--- src/rtl/nn_pkg.sv ---
// Shared types and helpers for the layer-to-layer streaming logic.
package nn_pkg;

  typedef enum logic {
    SER_IDLE  = 1'b0,
    SER_SHIFT = 1'b1
  } ser_state_t;

  // Counter width for n states, never narrower than one bit.
  function automatic int clog2_min1(input int n);
    return (n <= 1) ? 1 : $clog2(n);
  endfunction

endpackage

--- src/rtl/layer_stream_serializer.sv ---
// Captures a layer's parallel activations on x_valid and replays them one per clock, neuron 0 first.
// Optional sticky drop flag `overrun` exists when LAYER_SER_OVERRUN_EN is defined.
module layer_stream_serializer
  import nn_pkg::*;
#(
  parameter int numNeuron = 30,
  parameter int dataWidth = 16
) (
  input  logic                           clk,
  input  logic                           rst,
  input  logic                           x_valid,
  input  logic [numNeuron*dataWidth-1:0] x_in,
  output logic [dataWidth-1:0]           data_out,
  output logic                           data_out_valid,
  output logic                           busy,
  output logic                           frame_done
`ifdef LAYER_SER_OVERRUN_EN
  ,
  output logic                           overrun
`endif
);

  localparam int                 CNT_W = clog2_min1(numNeuron);
  localparam logic [CNT_W-1:0]   LAST  = CNT_W'(numNeuron - 1);

  ser_state_t                    state;
  ser_state_t                    state_nxt;
  logic [CNT_W-1:0]              cnt;
  logic [numNeuron*dataWidth-1:0] hold;
  logic                          shift;
  logic                          last;
  logic                          load;

  always_comb begin
    state_nxt = state;
    shift     = (state == SER_SHIFT);
    last      = shift && (cnt == LAST);
    // A strobe is taken only when idle or on the last beat; elsewhere it is dropped.
    load      = x_valid && (!shift || last);
    case (state)
      SER_IDLE:  if (x_valid) state_nxt = SER_SHIFT;
      SER_SHIFT: if (last && !x_valid) state_nxt = SER_IDLE;
      default:   state_nxt = SER_IDLE;
    endcase
  end

  always_ff @(posedge clk) begin
    if (rst) state <= SER_IDLE;
    else     state <= state_nxt;
  end

  // Output stage: element cnt is registered while the counter advances.
  always_ff @(posedge clk) begin
    if (rst) begin
      cnt            <= '0;
      hold           <= '0;
      data_out       <= '0;
      data_out_valid <= 1'b0;
      frame_done     <= 1'b0;
    end else begin
      if (load) hold <= x_in;
      if (load || last) cnt <= '0;
      else if (shift)   cnt <= cnt + 1'b1;
      if (shift) data_out <= hold[cnt*dataWidth +: dataWidth];
      data_out_valid <= shift;
      frame_done     <= last;
    end
  end

  assign busy = data_out_valid;

`ifdef LAYER_SER_OVERRUN_EN
  logic drop;
  assign drop = x_valid && shift && !last;

  always_ff @(posedge clk) begin
    if (rst)       overrun <= 1'b0;
    else if (drop) overrun <= 1'b1;
  end
`endif

endmodule

--- config.mk ---
export PLATFORM = sky130hd
export DESIGN_NAME = layer_stream_serializer
export DESIGN_NICKNAME = d
export VERILOG_FILES = /design/src/rtl/nn_pkg.sv /design/src/rtl/layer_stream_serializer.sv
export SDC_FILE = /design/constraint.sdc
export NUM_CORES = 1
export LEC_CHECK = 0
export CAP_MARGIN = 20
export CORE_ASPECT_RATIO = 0.9
export CORE_UTILIZATION = 50
export DETAILED_ROUTE_END_ITERATION = 16
export HOLD_SLACK_MARGIN = 0.08
export PLACE_DENSITY = 0.8
export SYNTH_ARGS = -nofsm -noshare
export SYNTH_HDL_FRONTEND = slang
export SYNTH_SLANG_ARGS = --single-unit
export TNS_END_PERCENT = 50
--- constraint.sdc ---
create_clock -name clk -period 3.3 [get_ports clk]
set_clock_uncertainty 0.2 [all_clocks]
set_input_delay 0.33 -clock clk [delete_from_list [all_inputs] [get_ports clk]]
set_output_delay 0.33 -clock clk [all_outputs]
set_load 0.005 [all_outputs]
==> flow_summary.toml <==
[power_and_ir_drop]
power.internal_mw = 11.0
pwr-share-seq = 0.454
p_sw_mw = 3.63
comb_power_share = 0.140
p_per_area_nw_per_um2 = 505
clockPowerShare = 0.405
switching_share = 0.249
vdd_drop_max_uv = 378
power_mw = 14.6
power_leakage_nw = 10.5

[timing]
fin_ws_ns = 0.513
drv_slew = 0
rsz0062_at_grt = "false"
tightest_slew_ns = 0.921
slew_headroom = 0.386
setup_violations = 0
period_minus_slack_ns = 2.79
hold_violations = 0
fmax_ghz = 0.359
min_period_over_period = 0.845
tns_ns = 0

[hold_path]
min_from = "x_in[131]"
whs_path_depth = 3
holdPathEnd = "hold[131]$_SDFFE_PP0P_"
hp-class = "input pin to flop"

[logic_synthesis]
synth_area_um2 = 21000
synth_edf_count = 0
synth_cells = 2497
synth_async_sr_flop_share = 0
yosysUniqueCellTypes = 41
ys_ff_latch = 504
synth.net_count = 2982
syn_area_per_cell_um2 = 8.43
ys_seq_area_frac = 0.479
ys.flop_type = "dfxtp_1"
yosysWarnings = 0

[floorplan]
ios = 502
rows = 70
die_h_um = 197
initial_utilization = 0.512
die_w_um = 218
die-area_um2 = 42900
coreArea_um2 = 41100

[clock_network]
cts_htree_levels = 2
insertion_delay_ns = 0.60
ctsResizeCount = 0
cts_root_buf = "clkbuf_16"
clock-sinks = 504
postCtsSetupRepairBufs = 0
path_clk_slew_ns = 0.06
clockBufferDepth = 3
cts_tree = "done"
cts_made_buffers = 50

[critical_path]
path_max_fanout = 16
r2r_setup_slack_ns = 0.51
cp-end-kind = "flop"
reg2reg_from = "cnt[0]$_SDFFE_PP0P_"
required_ns = 3.56
start_kind = "flop"
r2r-end = "data_out[0]$_SDFFE_PP0P_"
r2r_cells = 5
arrival_ns = 3.05
path_class = "flop to flop"

[route]
first_pass_iters = 7
drc_errors = 0
postRouteAntennaNets = 0
routed_via_density = 5.71
drt_iter0_markers = 2197
post_drt_wl_per_cell_um = 20.7
vias = 20300
postRouteWirelength_um = 73700

[place]
io_buffers = 501
numPlacedInstances = 3368
placed_area_um2 = 26300
place_congestion = 0.927
post-place-ws_ns = 0.421
hpwl_um = 51800

[finish]
multi_input_area_um2 = 9960
nets = 3455
stdcell_count = 3558
layout-drive-gt1-share = 0.0807
stdcell_area_um2 = 28900
fill_cells = 3021
regArea_um2 = 10100
syn_to_final_growth_pct = 37.3

[grt]
grt_max_degree = 185
grt_use_total = 0.336
antenna_found_initial = 7
grt.overflow.total = 0
grt_pass1_vias = 20000
grt_pass1_wl_um = 111000

[run_status]
outcome = "completed"

[run]
cap_violations = 0
worst max-delay path, cell delays in order, from the launching register on:
cell and delay (ns):
dfxtp_4 0.55, buf_4 0.31, mux4_2 0.53, a22o_1 0.30, a2111oi_0 0.62, o21ai_1 0.11
per-stage QoR:
step,util,hold WS [ns]
floorplan,-,0.232
global route,0.703,0.0862
CTS,0.703,0.0802
detailed placement,0.640,0.244
global placement,0.639,0.238
finish,0.704,0.0934
registers in the layout, indices dropped and copies added, names as in the netlist:
register and cells:
frame_done 1, busy 1, data_out 16, cnt 5, shift 1, hold 480
logic make-up after synthesis:
family,count (synthesis),share of synthesized area
fa+ha+maj,2,0.00119
flops,504,0.479
xor+xnor,4,0.00166
compound gates,595,0.158
mux,160,0.128
buf+inv,214,0.0483
simple gates,1018,0.184
power by group through the flow:
stage	clock [mW]	sequential, mW	combinational [mW]
global route	6.22	6.66	2.19
finish	5.91	6.63	2.04
CTS	5.94	6.62	2.02
detailed placement	0	6.75	1.91
floorplan	0	6.67	1.00
global placement	0	6.73	1.88
final cells by class:
type / instances / share of cell area
clock inverter: 17 / 0.00701
timing repair buffer: 633 / 0.223
antenna: 8 / 0.000693
clock buffer: 75 / 0.0519
tap: 540 / 0.0234
inverter: 2 / 0.000260
sequential: 504 / 0.349
multi-input combinational: 1779 / 0.344
what timing repair did:
action,CTS,global route
hold buffers,90,0
setup endpoints to repair,0,0
endpoints found under the hold margin,148,0
worst max-delay path by stage:
stage | endpoint | startpoint
2_1_floorplan | data_out[12]$_SDFFE_PP0P_ | cnt[1]$_SDFFE_PP0P_
5_1_grt | hold[262]$_SDFFE_PP0P_ | cnt[2]$_SDFFE_PP0P_
3_5_place_dp | data_out[0]$_SDFFE_PP0P_ | cnt[0]$_SDFFE_PP0P_
4_1_cts | data_out[0]$_SDFFE_PP0P_ | cnt[0]$_SDFFE_PP0P_
6_report | data_out[0]$_SDFFE_PP0P_ | cnt[0]$_SDFFE_PP0P_
3_3_place_gp | data_out[0]$_SDFFE_PP0P_ | cnt[0]$_SDFFE_PP0P_
per-layer routing:
layer | vias to the layer above | share of wire | GRT usage
met3 | 198 | 0.091 | 0.0670
met1 | 9621 | 0.39 | 0.433
met2 | 1089 | 0.47 | 0.549
met4 | 2 | 0.044 | 0.146
met5 | - | 0.00018 | 0
li1 | 9408 | - | -
layout by cell type, fill, tap and decap left out, types with 25 or more instances in the layout:
| master | netlist | layout |
|---|---|---|
| clkbuf_16 | 0 | 53 |
| clkdlybuf4s50_1 | 0 | 500 |
| buf_4 | 17 | 25 |
| nand2_1 | 995 | 994 |
| mux4_2 | 69 | 69 |
| mux2_2 | 32 | 32 |
| a21oi_1 | 481 | 481 |
| dlygate4sd3_1 | 0 | 90 |
| dfxtp_1 | 504 | 500 |
| mux2i_1 | 48 | 48 |
synth_stat cells, types with 2 or more instances:
cell type  number  area, um^2
buf_6           7        78.8
buf_2          55         275
a2111oi_2      10         150
mux2_2         32         360
o21ai_1        16        80.1
dfxtp_1       504       10100
a21oi_1       481        2410
a22o_1         16         140
a221oi_1       16         140
mux2i_1        48         480
buf_4          17         128
a31oi_1        16         100
xor2_1          3        26.3
o22ai_1        16         100
nand4_1         3        18.8
buf_1           9        33.8
a2bb2oi_1      16         140
a2111oi_1       5        50.1
nor2_1         10        37.5
ha_1            2        25.0
clkbuf_1      122         458
nand2_1       995        3730
mux4_2         69        1550
mux4_1         11         289
inv_1           2        7.51
No activity file was read; power rests on OpenSTA's default activity.
